$ cat config.mk
export PLATFORM = sky130hd
export DESIGN_NAME = mem_port_arbiter
export DESIGN_NICKNAME = d
export VERILOG_FILES = /design/src/rtl/mem_port_arbiter_pkg.sv /design/src/rtl/mem_port_arbiter_rr_pick2.sv /design/src/rtl/mem_port_arbiter.sv
export SDC_FILE = /design/constraint.sdc
export NUM_CORES = 1
export LEC_CHECK = 0
export BUFFER_PORTS_ARGS = -buffer_cell sky130_fd_sc_hd__buf_2
export CAP_MARGIN = 10
export CORE_UTILIZATION = 35
export CTS_BUF_LIST = sky130_fd_sc_hd__clkbuf_8
export DETAILED_ROUTE_END_ITERATION = 10
export PLACE_DENSITY = 0.71
export SYNTH_ARGS = -nofsm -noshare
export SYNTH_HDL_FRONTEND = slang
export SYNTH_SLANG_ARGS = --single-unit
$ cat constraint.sdc
create_clock -name clk -period 1.8 [get_ports clk]
set_input_delay 0.36 -clock clk [delete_from_list [all_inputs] [get_ports clk]]
set_output_delay 0.36 -clock clk [all_outputs]
set_load 0.005 [all_outputs]
$ cat src/rtl/mem_port_arbiter_pkg.sv
// Shared types for the memory-port arbiter: FSM states, requester ids and a state helper.
package mem_port_arbiter_pkg;

    typedef enum logic [1:0] {
        ST_IDLE  = 2'd0,
        ST_ISSUE = 2'd1,
        ST_WAIT  = 2'd2,
        ST_RESP  = 2'd3
    } state_t;

    typedef enum logic {
        PORT_FETCH = 1'b0,
        PORT_DATA  = 1'b1
    } port_t;

    // The memory strobes are driven only while a transaction is on the bus.
    function automatic logic is_active(state_t s);
        return (s == ST_ISSUE) || (s == ST_WAIT);
    endfunction

endpackage

$ cat src/rtl/mem_port_arbiter_rr_pick2.sv
// Two-way alternating-priority picker: on a tie the port that was not served last wins.
module rr_pick2 (
    input  logic req_fetch,
    input  logic req_data,
    input  logic last_data,
    output logic valid,
    output logic grant_data
);

    always_comb begin
        valid = req_fetch | req_data;
        if (req_fetch && req_data) begin
            grant_data = ~last_data;
        end else begin
            grant_data = req_data;
        end
    end

endmodule

$ cat src/rtl/mem_port_arbiter.sv
// Shares one Main_Memory port between instruction fetch and the load/store path.
// Optional watchdog on the WAIT phase is enabled by defining MEM_ARB_TIMEOUT_EN.
module mem_port_arbiter
    import mem_port_arbiter_pkg::*;
#(
    parameter int AW             = 13,
    parameter int DW             = 13,
    parameter int TIMEOUT_CYCLES = 16,
    parameter int TW             = 5
) (
    input  logic          clk,
    input  logic          reset,
    input  logic          if_req,
    input  logic [AW-1:0] if_addr,
    output logic [DW-1:0] if_rdata,
    output logic          if_ack,
    input  logic          d_req,
    input  logic          d_we,
    input  logic [AW-1:0] d_addr,
    input  logic [DW-1:0] d_wdata,
    output logic [DW-1:0] d_rdata,
    output logic          d_ack,
    output logic          err,
    output logic [AW-1:0] mem_address,
    output logic [DW-1:0] mem_dataIn,
    output logic          mem_write,
    output logic          mem_read,
    output logic          mem_instr,
    input  logic [DW-1:0] mem_dataOut,
    input  logic          mem_done
);

    if (TIMEOUT_CYCLES >= (1 << TW)) begin : g_tw_check
        $error("TW is too narrow to hold TIMEOUT_CYCLES");
    end

    state_t        state_q, state_d;
    port_t         grant_q, grant_d;
    port_t         last_q, last_d;
    logic          we_q, we_d;
    logic [AW-1:0] addr_q, addr_d;
    logic [DW-1:0] wdata_q, wdata_d;
    logic [DW-1:0] if_rdata_q, if_rdata_d;
    logic [DW-1:0] d_rdata_q, d_rdata_d;
    logic          err_q, err_d;
    logic          pick_valid, pick_data;
    logic          active;
    logic          timeout;

    rr_pick2 u_pick (
        .req_fetch (if_req),
        .req_data  (d_req),
        .last_data (last_q == PORT_DATA),
        .valid     (pick_valid),
        .grant_data(pick_data)
    );

    assign active = is_active(state_q);

`ifdef MEM_ARB_TIMEOUT_EN
    logic [TW-1:0] tmo_q, tmo_d;

    assign timeout = active && !mem_done && (tmo_q == TW'(TIMEOUT_CYCLES - 1));

    always_comb begin
        tmo_d = tmo_q;
        if (state_q == ST_IDLE) begin
            tmo_d = '0;
        end else if (active && !mem_done) begin
            tmo_d = tmo_q + TW'(1);
        end
    end

    always_ff @(posedge clk or negedge reset) begin
        if (!reset) begin
            tmo_q <= '0;
        end else begin
            tmo_q <= tmo_d;
        end
    end
`else
    assign timeout = 1'b0;
`endif

    always_comb begin
        // NOTE: every signal gets its hold value first so no path leaves it unassigned (no latch).
        state_d    = state_q;
        grant_d    = grant_q;
        last_d     = last_q;
        we_d       = we_q;
        addr_d     = addr_q;
        wdata_d    = wdata_q;
        if_rdata_d = if_rdata_q;
        d_rdata_d  = d_rdata_q;
        err_d      = 1'b0;

        case (state_q)
            ST_IDLE: begin
                if (pick_valid) begin
                    grant_d = port_t'(pick_data);
                    addr_d  = pick_data ? d_addr : if_addr;
                    we_d    = pick_data & d_we;
                    wdata_d = pick_data ? d_wdata : '0;
                    state_d = ST_ISSUE;
                end
            end
            ST_ISSUE, ST_WAIT: begin
                if (mem_done) begin
                    state_d = ST_RESP;
                    if (grant_q == PORT_FETCH) begin
                        if_rdata_d = mem_dataOut;
                    end else begin
                        d_rdata_d = we_q ? '0 : mem_dataOut;
                    end
                end else if (timeout) begin
                    state_d = ST_RESP;
                    err_d   = 1'b1;
                    if (grant_q == PORT_FETCH) begin
                        if_rdata_d = '0;
                    end else begin
                        d_rdata_d = '0;
                    end
                end else begin
                    state_d = ST_WAIT;
                end
            end
            ST_RESP: begin
                last_d  = grant_q;
                state_d = ST_IDLE;
            end
            default: state_d = ST_IDLE;
        endcase
    end

    always_ff @(posedge clk or negedge reset) begin
        // NOTE: state registers use non-blocking assignments so all flops update together.
        if (!reset) begin
            state_q    <= ST_IDLE;
            grant_q    <= PORT_FETCH;
            last_q     <= PORT_DATA;
            we_q       <= 1'b0;
            addr_q     <= '0;
            wdata_q    <= '0;
            if_rdata_q <= '0;
            d_rdata_q  <= '0;
            err_q      <= 1'b0;
        end else begin
            state_q    <= state_d;
            grant_q    <= grant_d;
            last_q     <= last_d;
            we_q       <= we_d;
            addr_q     <= addr_d;
            wdata_q    <= wdata_d;
            if_rdata_q <= if_rdata_d;
            d_rdata_q  <= d_rdata_d;
            err_q      <= err_d;
        end
    end

    // Strobes are decoded from registered state only, so reset clears them at once.
    assign mem_address = active ? addr_q : '0;
    assign mem_dataIn  = (active && we_q) ? wdata_q : '0;
    assign mem_write   = active && we_q;
    assign mem_read    = active && !we_q;
    assign mem_instr   = active && (grant_q == PORT_FETCH);
    assign if_ack      = (state_q == ST_RESP) && (grant_q == PORT_FETCH);
    assign d_ack       = (state_q == ST_RESP) && (grant_q == PORT_DATA);
    assign if_rdata    = if_rdata_q;
    assign d_rdata     = d_rdata_q;
    assign err         = err_q;

endmodule
==> impl_metrics.json <==
{
  "yosysWarnings": 0,
  "syn_area_sq_mm": 0.00261,
  "dp_cells": 447,
  "dieArea_sq_mm": 0.00780,
  "avgSynthCellArea_sq_um": 10.7,
  "synth_edf_count": 0,
  "yosys.area_share.simple_pct": 17.4,
  "grt.overflow.total": 0,
  "placementRows": 31,
  "hpwl_mm": 4.45,
  "root_buffer": "clkbuf_8",
  "p_leak_nw": 1.89,
  "cts_tree": "yes",
  "avgViaCountPerCell": 4.72,
  "synth_top_family_by_area": "simple AND/OR/NAND/NOR gates",
  "final_cell_area_sq_mm": 0.00354,
  "nNetsFinal": 421,
  "r2r_start": "state_q[1]",
  "startpoint_type": "register",
  "crit_required_ns": 1.44,
  "finalHoldViolations": 0,
  "synth_compound_area_share_pct": 14.1,
  "coreArea_sq_mm": 0.00721,
  "r2r_setup_slack_ns": 0.21,
  "port_buffers": 114,
  "stdcell_count": 465,
  "synthTopCellsByCount": "56 x dfrtp_1, 27 x nand2_1, 26 x a21oi_1",
  "synth_most_common_cell": "dfrtp_1",
  "fmax_mhz": 550,
  "drt_iter0_drc": 83,
  "synth.area.mux_share_pct": 8.35,
  "arrival_ns": 1.46,
  "post_synth_num_cell_types": 29,
  "clock_path_buffers": 2,
  "grt_pass1_vias": 2003,
  "synthAdderAreaFrac_pct": 0.960,
  "rr_worst_depth": 6,
  "violations": "negative setup slack",
  "worst_pin_slew_ns": 1.19,
  "power_density_mw_per_mm2": 1840,
  "num_vias": 2194,
  "h-tree-depth": 3,
  "finalMaxSlewViolations": 0,
  "slew_headroom_pct": 20.6,
  "synth_largest_area_cell": "dfrtp_1",
  "post_dp_cell_area_sq_mm": 0.00326,
  "fp.dieH_um": 88.3,
  "grt_max_degree": 31,
  "cts_made_buffers": 9,
  "area_delta_synth_final_pct": 35.7,
  "finalSetupViolCount": 13,
  "path_clk_slew_ns": 0.07,
  "cp-end-kind": "output pin",
  "wl_per_cell_um": 13.4,
  "ir_drop_v": 0.00115,
  "track_usage_pct": 17.1,
  "firstDrtPassIters": 4,
  "die_w_um": 88.3,
  "io_pins": 116,
  "synthCells": 244,
  "post-route-period-util_pct": 101,
  "r2r_end": "if_rdata[10]",
  "crit_type": "register to output pin",
  "rsz0062_at_grt": "yes",
  "routed_wl_mm": 6.25,
  "cts_sinks": 57,
  "synth_seq_area_share_pct": 54.8,
  "synthTopCellsByArea": "dfrtp_1 54%, mux2_4 5.8%, a21oi_1 5.0%",
  "synth.ff_latch_count": 57,
  "status": "finished, violations left",
  "async_flop_share_pct": 100,
  "layout-drive-gt1-share_pct": 45.4,
  "n_antenna_cell": 0,
  "timing.hold.ws_ns": 0.0266,
  "antenna_found_initial": 0,
  "layout_setup_ws_ns": -0.0178,
  "insertion_delay_ns": 0.33,
  "period_needed_ns": 1.82,
  "cts_hold_buf": 0,
  "synth_fp_nets": 304,
  "initial_core_util_pct": 36.1,
  "crit_path_max_fanout": 16,
  "postRouteAntennaNets": 0,
  "grt_pass1_wl_mm": 10.0,
  "fin_skew_ns": 0.00651,
  "synth_top_area_share_pct": 53.8,
  "synth-main-ff-cell": "dfrtp_1",
  "place_congestion": 0.683,
  "hold_path.class": "input port to asynchronous set/reset pin",
  "drcViolationCount": 0,
  "maxCapViolations": 0,
  "synthXorXnorAreaFrac_pct": 0
}
-- state kept, by name, summed over array words and instances (netlist names) --
register and flops:
we_q 1, state_q 2, wdata_q 13, addr_q 13, grant_q 1, d_rdata 13
if_rdata 13, last_q 1
-- area by class of cell --
type | count | area [sq um]
multi-input cells | 167 | 1080
flip-flops and latches | 57 | 1430
clock inverters | 5 | 77.6
well taps | 99 | 124
inverters | 2 | 7.51
clock buffers | 11 | 151
fillers | 670 | 3680
repair buffers | 124 | 663
-- per-stage QoR --
stage	power (mW)	util [%]	TNS (ns)	setup slack, ns
after CTS	6.55	48.9	-0.442	-0.0393
after global routing	7.04	49.0	-2.02	-0.102
after detailed placement	4.98	45.1	0	0.00762
final	6.51	49.0	-0.0818	-0.0178
after floorplan	3.91	-	0	0.141
after global placement	4.90	45.1	0	0.0679
-- worst max-delay path: stages (launching register included) --
cell     delay [ns]
dfrtp_1        0.36
inv_2          0.05
ha_4           0.29
buf_6          0.15
and3_1         0.16
buf_2          0.10
-- cells in the final DEF, fill, tap and decap left out, types with 10 or more instances in the layout --
cell      netlist  routed
mux2_4         10      10
o21ai_0        14      14
clkbuf_8        0      11
dfrtp_1        56      56
and2_1         16      15
nor2_1         14      14
and3_1         13      13
buf_2           4     113
nand2b_1       13      13
nand2_1        27      27
a21oi_1        26      26
a22o_1         14      14
-- cell families (layout without fill, tap and decap cells) --
group / Yosys count / count (layout)
mux: 16 / 16
flops: 57 / 57
simple gates: 89 / 89
fa+ha+maj: 2 / 2
other cells: 1 / 1
buf+inv: 20 / 142
compound gates: 59 / 59
-- what timing repair did --
action,CTS,global route
setup endpoints to repair,29,31
setup buffers,2,0
pin swaps,1,1
gates resized for setup,7,2
-- power by group --
part | total (mW) | internal, mW | switching (mW)
combinational | 2.91 | 1.59 | 1.33
sequential | 2.22 | 1.88 | 0.340
clock | 1.37 | 0.850 | 0.523
-- worst max path at each step --
stage	start	end	slack, ns	depth (start not counted)
floorplan	state_q[0]	if_rdata[0]	0.14	7
global placement	d_req	wdata_q[4]	0.07	3
detailed placement	d_req	addr_q[11]	0.008	4
CTS	state_q[1]	mem_dataIn[11]	-0.04	5
global route	state_q[1]	mem_dataIn[12]	-0.10	5
finish	state_q[1]	mem_dataIn[11]	-0.02	5
-- per-layer routing --
metal / track usage (%) / part of all wire [%] / up-vias
li1: - / - / 1054
met1: 23.0 / 47 / 1043
met2: 25.8 / 45 / 92
met3: 6.25 / 8.1 / 5
met4: 5.13 / 0.62 / 0
met5: 0 / 0 / -
Note: power is estimated with default switching activity, not from simulation.
